## src/rtl/lsu_mem_arbiter.sv

```systemverilog
// Round-robin arbiter sharing one LSU memory port between requesters A and B.
// One transaction in flight; the response is steered back by the owner-id bit of the tag.
module lsu_mem_arbiter #(
    parameter int MEMORY_BUS_WIDTH = 32
) (
    input  logic                        clk,
    input  logic                        rst,
    input  logic                        a_rd_en,
    input  logic                        a_wr_en,
    input  logic [31:0]                 a_addr,
    input  logic [MEMORY_BUS_WIDTH-1:0] a_wr_data,
    input  logic [5:0]                  a_tag,
    input  logic                        a_gm_or_lds,
    output logic                        a_ack,
    output logic [MEMORY_BUS_WIDTH-1:0] a_rd_data,
    output logic [5:0]                  a_tag_resp,
    input  logic                        b_rd_en,
    input  logic                        b_wr_en,
    input  logic [31:0]                 b_addr,
    input  logic [MEMORY_BUS_WIDTH-1:0] b_wr_data,
    input  logic [5:0]                  b_tag,
    input  logic                        b_gm_or_lds,
    output logic                        b_ack,
    output logic [MEMORY_BUS_WIDTH-1:0] b_rd_data,
    output logic [5:0]                  b_tag_resp,
    output logic                        mem_rd_en,
    output logic                        mem_wr_en,
    output logic [31:0]                 mem_addr,
    output logic [MEMORY_BUS_WIDTH-1:0] mem_wr_data,
    output logic                        mem_gm_or_lds,
    output logic [6:0]                  mem_tag_req,
    input  logic                        mem_ack,
    input  logic [6:0]                  mem_tag_resp,
    input  logic [MEMORY_BUS_WIDTH-1:0] mem_rd_data,
    output logic                        arb_idle,
    output logic                        arb_err
);

    typedef enum logic [1:0] {IDLE, ISSUE, RESP} state_t;

    state_t state, state_next;
    logic   prio;   // 0 = A wins a tie, 1 = B wins a tie
    logic   owner;
    logic   a_v, b_v, gnt_b, grant, resp_ok, resp_bad;
    logic   sel_rd, sel_wr, sel_gm;
    logic [31:0]                 sel_addr;
    logic [MEMORY_BUS_WIDTH-1:0] sel_wdata;
    logic [5:0]                  sel_tag;

    always_comb begin
        a_v        = a_rd_en | a_wr_en;
        b_v        = b_rd_en | b_wr_en;
        gnt_b      = b_v & (~a_v | prio);
        grant      = 1'b0;
        resp_ok    = 1'b0;
        resp_bad   = 1'b0;
        state_next = state;
        case (state)
            IDLE: if (a_v | b_v) begin
                grant      = 1'b1;
                state_next = ISSUE;
            end
            ISSUE: if (mem_ack) begin
                if (mem_tag_resp[6] == owner) begin
                    resp_ok    = 1'b1;
                    state_next = RESP;
                end else begin
                    resp_bad = 1'b1;
                end
            end
            RESP:    state_next = IDLE;
            default: state_next = IDLE;
        endcase
    end

    always_comb begin
        sel_rd    = gnt_b ? b_rd_en     : a_rd_en;
        sel_wr    = gnt_b ? b_wr_en     : a_wr_en;
        sel_gm    = gnt_b ? b_gm_or_lds : a_gm_or_lds;
        sel_addr  = gnt_b ? b_addr      : a_addr;
        sel_wdata = gnt_b ? b_wr_data   : a_wr_data;
        sel_tag   = gnt_b ? b_tag       : a_tag;
    end

    always_ff @(posedge clk or posedge rst) begin
        if (rst) state <= IDLE;
        else     state <= state_next;
    end

    assign arb_idle = (state == IDLE);

    always_ff @(posedge clk or posedge rst) begin
        if (rst) begin
            prio          <= 1'b0;
            owner         <= 1'b0;
            mem_rd_en     <= 1'b0;
            mem_wr_en     <= 1'b0;
            mem_addr      <= '0;
            mem_wr_data   <= '0;
            mem_gm_or_lds <= 1'b0;
            mem_tag_req   <= '0;
            a_ack         <= 1'b0;
            b_ack         <= 1'b0;
            a_rd_data     <= '0;
            b_rd_data     <= '0;
            a_tag_resp    <= '0;
            b_tag_resp    <= '0;
            arb_err       <= 1'b0;
        end else begin
            a_ack <= 1'b0;
            b_ack <= 1'b0;
            if (grant) begin
                owner         <= gnt_b;
                mem_rd_en     <= sel_rd;
                mem_wr_en     <= sel_wr & ~sel_rd;
                mem_addr      <= sel_addr;
                mem_wr_data   <= sel_wdata;
                mem_gm_or_lds <= sel_gm;
                mem_tag_req   <= {gnt_b, sel_tag};
            end
            if (resp_ok) begin
                mem_rd_en <= 1'b0;
                mem_wr_en <= 1'b0;
                if (owner) begin
                    b_ack      <= 1'b1;
                    b_rd_data  <= mem_rd_data;
                    b_tag_resp <= mem_tag_resp[5:0];
                end else begin
                    a_ack      <= 1'b1;
                    a_rd_data  <= mem_rd_data;
                    a_tag_resp <= mem_tag_resp[5:0];
                end
            end
            // Whoever was just served loses the next tie.
            if (state == RESP) prio <= ~owner;
            if (resp_bad || (grant && sel_rd && sel_wr)) arb_err <= 1'b1;
        end
    end

endmodule

```

## config.mk

```make
export PLATFORM = sky130hd
export DESIGN_NAME = lsu_mem_arbiter
export DESIGN_NICKNAME = d
export VERILOG_FILES = /design/src/rtl/lsu_mem_arbiter.sv
export SDC_FILE = /design/constraint.sdc
export NUM_CORES = 1
export LEC_CHECK = 0
export CORE_MARGIN = 8
export CORE_UTILIZATION = 30
export DETAILED_ROUTE_END_ITERATION = 12
export PLACE_DENSITY = 0.63
export SKIP_CTS_REPAIR_TIMING = 1
export SLEW_MARGIN = 20
export SYNTH_ARGS = -nofsm -noshare
export SYNTH_HDL_FRONTEND = slang
export SYNTH_SLANG_ARGS = --single-unit
```

## constraint.sdc

```tcl
create_clock -name clk -period 9.46 [get_ports clk]
set_clock_uncertainty 0.05 [all_clocks]
set_input_delay 0.946 -clock clk [delete_from_list [all_inputs] [get_ports clk]]
set_output_delay 0.946 -clock clk [all_outputs]
set_load 0.01 [all_outputs]
```

==> impl_metrics.prom <==
# TYPE chip_impl_metric gauge
chip_impl_info{name="result_of_the_run",value="finished, final reports clean"} 1
chip_impl_metric{name="synthesis.area",unit="um^2"} 6914
chip_impl_metric{name="clkSlewWorstSetupHoldPaths",unit="ns"} 0.07
chip_impl_metric{name="postSynthRegisterBits",unit=""} 156
chip_impl_info{name="rr_endpoint",value="mem_wr_data[27]$_DFFE_PP0P_"} 1
chip_impl_metric{name="yosysSeqAreaShare",unit="%"} 56.46
chip_impl_metric{name="area_growth_syn_to_layout",unit="%"} 60.57
chip_impl_info{name="cp_startpoint_kind",value="flop"} 1
chip_impl_metric{name="detail-route-antenna-nets",unit=""} 0
chip_impl_metric{name="share_clk_of_total_power",unit="%"} 18.7
chip_impl_metric{name="synthesis.area_per_instance",unit="um^2"} 12.69
chip_impl_metric{name="area_of_the_die",unit="um^2"} 28160
chip_impl_metric{name="placementRows",unit=""} 55
chip_impl_metric{name="wire_per_inst",unit="um"} 22.90
chip_impl_metric{name="worst-r2r-setup-slack",unit="ns"} 6.28
chip_impl_metric{name="worstPathArrival",unit="ns"} 2.26
chip_impl_metric{name="total_number_of_vias",unit=""} 6043
chip_impl_metric{name="port_buffer_count",unit=""} 341
chip_impl_metric{name="nets",unit=""} 1038
chip_impl_metric{name="hold_path_cells",unit=""} 1
chip_impl_metric{name="detail_route.vias_per_cell",unit=""} 5.264
chip_impl_metric{name="core",unit="um^2"} 22640
chip_impl_metric{name="fin_crit",unit="ns"} 3.252
chip_impl_metric{name="number_of_drc_violations_after_detailed_routing_iteration_0",unit=""} 389
chip_impl_metric{name="globalRouteMet1Util",unit="%"} 22.38
chip_impl_metric{name="global_route.usage.total",unit="%"} 18.17
chip_impl_metric{name="worst_ir_drop_vdd",unit="V"} 0.0001413
chip_impl_metric{name="start_util",unit="%"} 30.54
chip_impl_metric{name="setup_viol",unit=""} 0
chip_impl_metric{name="place_hpwl",unit="um"} 18120
chip_impl_metric{name="timing_hold_violations_final",unit=""} 0
chip_impl_metric{name="fin_cells",unit=""} 1148
chip_impl_metric{name="cts.htree.levels",unit=""} 4
chip_impl_info{name="synth_top_family_by_area",value="compound AO/OA/AOI/OAI gates"} 1
chip_impl_metric{name="p_per_cell_area",unit="nW/um^2"} 332.9
chip_impl_metric{name="die_h",unit="um"} 167.8
chip_impl_metric{name="syn-instance-count",unit=""} 545
chip_impl_metric{name="maxCapViolCount",unit=""} 0
chip_impl_metric{name="grt_use_met2",unit="%"} 28.82
chip_impl_metric{name="yosys.area_share.simple",unit="%"} 1.484
chip_impl_metric{name="grt_first_pass_wirelength",unit="um"} 40020
chip_impl_metric{name="postLayoutCellArea",unit="um^2"} 11100
chip_impl_metric{name="numCtsBuffers",unit=""} 17
chip_impl_metric{name="maxSlewHeadroom",unit="%"} 36.03
chip_impl_info{name="rsz_0062_raised_after_global_routing",value="no"} 1
chip_impl_metric{name="clk_latency",unit="ns"} 0.42
chip_impl_metric{name="num_antenna_cells",unit=""} 0
chip_impl_info{name="path_class",value="reg -> out"} 1
chip_impl_metric{name="yosys_warnings",unit=""} 0
chip_impl_metric{name="net-switching-power",unit="uW"} 1291
chip_impl_metric{name="cts_buffer_depth",unit=""} 2
chip_impl_metric{name="post_route_cells_drive_above_1_share",unit="%"} 15.06
chip_impl_metric{name="gpl.final_weighted_congestion",unit=""} 0.7760
chip_impl_metric{name="total_leakage_power",unit="uW"} 0.004297
chip_impl_metric{name="sequentialPowerShare",unit="%"} 32.1
chip_impl_metric{name="mappedNetlistNets",unit=""} 733
chip_impl_info{name="hold_path_end",value="a_rd_data[21]$_DFFE_PP0P_"} 1
chip_impl_metric{name="routed_wl",unit="um"} 26290
chip_impl_metric{name="synth_cell_type_count",unit=""} 33
chip_impl_info{name="min-delay-start",value="a_rd_data[21]$_DFFE_PP0P_"} 1
chip_impl_metric{name="drt_drc_violations_left",unit=""} 0
chip_impl_metric{name="switching_share",unit="%"} 34.94
chip_impl_metric{name="clkSinkCount",unit=""} 156
chip_impl_metric{name="die_w",unit="um"} 167.8
chip_impl_metric{name="worst_pin_slew",unit="ns"} 0.9596
chip_impl_metric{name="power.total",unit="uW"} 3696
chip_impl_metric{name="antenna_violations_before_repair",unit=""} 1
chip_impl_metric{name="muxShareOfSynthArea",unit="%"} 12.87
chip_impl_metric{name="worst-r2r-cell-count",unit=""} 5
chip_impl_info{name="tritoncts",value="done"} 1
chip_impl_metric{name="cellInternalPower",unit="uW"} 2404
chip_impl_info{name="critical_path.reg2reg.startpoint",value="state[0]$_DFFE_PP0P_"} 1
chip_impl_metric{name="share_of_synthesized_cell_area_in_full_adder_half_adder_and_majority_cells",unit="%"} 0
chip_impl_metric{name="final_min_period_over_clock_period",unit="%"} 34.38
chip_impl_metric{name="grt_start_max_net_pins",unit=""} 86
chip_impl_metric{name="maxSlewViolCount",unit=""} 0
chip_impl_metric{name="global_route.usage.met3",unit="%"} 6.595
chip_impl_info{name="hold_class",value="reg -> reg"} 1
chip_impl_metric{name="place_area",unit="um^2"} 10510
chip_impl_metric{name="gr-total-overflow",unit=""} 0
chip_impl_metric{name="comb_power_share",unit="%"} 49.2
chip_impl_metric{name="crit_fanout",unit=""} 36
chip_impl_metric{name="compound_gate_portion_of_the_synthesized_area",unit="%"} 24.77
chip_impl_info{name="peak_usage_layer_in_the_global_routing_report",value="met2"} 1
chip_impl_metric{name="firstDrtPassIters",unit=""} 5
chip_impl_metric{name="cp_data_required_time",unit="ns"} 8.46
chip_impl_metric{name="achievable-frequency",unit="MHz"} 307.5
chip_impl_metric{name="first_global_vias",unit=""} 6449
chip_impl_metric{name="floorplan.io_pins",unit=""} 342
chip_impl_metric{name="fin_tns_setup",unit="ns"} 0
chip_impl_info{name="root_driver",value="sky130_fd_sc_hd__clkbuf_16"} 1
chip_impl_metric{name="place.detailed.instances",unit=""} 1116
chip_impl_info{name="crit_path_end_kind",value="primary output"} 1
chip_impl_metric{name="synthXorXnorAreaFrac",unit="%"} 0.1267
placed cells by master (no fill, tap or decap), types with 4 or more instances in the layout:
cell type                         instances
sky130_fd_sc_hd__inv_6                    4
sky130_fd_sc_hd__clkinv_8                 5
sky130_fd_sc_hd__mux2_4                   9
sky130_fd_sc_hd__dfrtp_1                156
sky130_fd_sc_hd__a311oi_1                71
sky130_fd_sc_hd__a2bb2oi_1               71
sky130_fd_sc_hd__mux2_2                  67
sky130_fd_sc_hd__clkdlybuf4s50_1        341
sky130_fd_sc_hd__buf_4                    9
sky130_fd_sc_hd__clkbuf_16               17
sky130_fd_sc_hd__o21ai_0                 74
area by class of cell:
cell class              count  area [um^2]
clock buffers              17        425.4
clock inverters            15        171.4
fillers                  1999        11540
inverters                   5        23.77
multi-input cells         320         2740
flip-flops and latches    156         3904
well taps                 285        356.6
repair buffers            350         3481
logic make-up after synthesis:
logic type                after synthesis
xor gates and xnor gates                1
muxes                                  76
buffers and inverters                  69
AOI/OAI and AO/OA                     229
DFF                                   156
and+or+nand+nor                        14
routing by layer:
layer	vias to the layer above	share of wire (%)
met5	-	0.049
met4	2	2.7
met3	38	8.3
met2	268	47
met1	2978	42
li1	2757	-
power groups by stage:
stage,combinational [uW],clock [uW],sequential (uW)
2_1_floorplan,730,0,1330
3_3_place_gp,1830,0,1190
3_5_place_dp,1850,0,1200
4_1_cts,1850,715,1190
5_1_grt,1940,740,1230
6_report,1820,691,1190
flip-flops by register name (all words and copies together), names as in the netlist:
name	flops
arb_err	1
prio	1
b_tag_resp	6
mem_wr_en	1
state	2
a_ack	1
mem_addr	32
mem_rd_en	1
mem_tag_req	7
a_rd_data	32
b_ack	1
mem_wr_data	32
b_rd_data	32
a_tag_resp	6
mem_gm_or_lds	1
worst max-delay path by stage:
stage                               startpoint                    endpoint  slack, ns
after global placement                 a_rd_en    mem_addr[25]$_DFFE_PP0P_       6.15
after floorplan                            rst             a_ack$_DFF_PP0_       4.26
after detailed placement               a_wr_en  mem_wr_data[8]$_DFFE_PP0P_       6.07
after global routing      state[0]$_DFFE_PP0P_  mem_wr_data[7]$_DFFE_PP0P_       6.08
final                     state[0]$_DFFE_PP0P_                    arb_idle       6.21
after CTS                 state[0]$_DFFE_PP0P_                    arb_idle       6.16
cell usage after synthesis (all sizes together):
library cell	instances	share of area, %
a21boi	1	0.11
a21oi	2	0.14
a2bb2oi	71	9.0
a311oi	71	9.0
a41oi	1	0.13
buf	27	2.0
clkbuf	37	2.0
dfrtp	156	56
inv	5	0.27
mux2	76	13
nand2	2	0.11
nand2b	2	0.18
nand3b	1	0.16
nor2	5	0.38
nor4	1	0.31
o211ai	1	0.11
o21ai	75	5.4
o21ba	1	0.14
o21bai	1	0.11
o221a	1	0.16
o221ai	1	0.13
o31ai	3	0.33
or2	2	0.18
or3	1	0.16
xor2	1	0.13
worst max-delay path, stage by stage, from the launching register on:
cell and delay (ns):
sky130_fd_sc_hd__dfrtp_1 0.43, sky130_fd_sc_hd__or2_2 0.63, sky130_fd_sc_hd__inv_2 0.18, sky130_fd_sc_hd__clkdlybuf4s50_1 0.59
metrics by stage:
stage | util (%) | hold slack, ns | setup WS (ns)
final | 49.04 | 0.4562 | 6.208
after global routing | 49.04 | 0.4664 | 6.082
after CTS | 49.04 | 0.4595 | 6.163
after detailed placement | 46.40 | 0.4425 | 6.068
after global placement | 46.40 | 0.4369 | 6.153
after floorplan | - | 0.4649 | 4.257
Power figures use the tool's default switching activity.
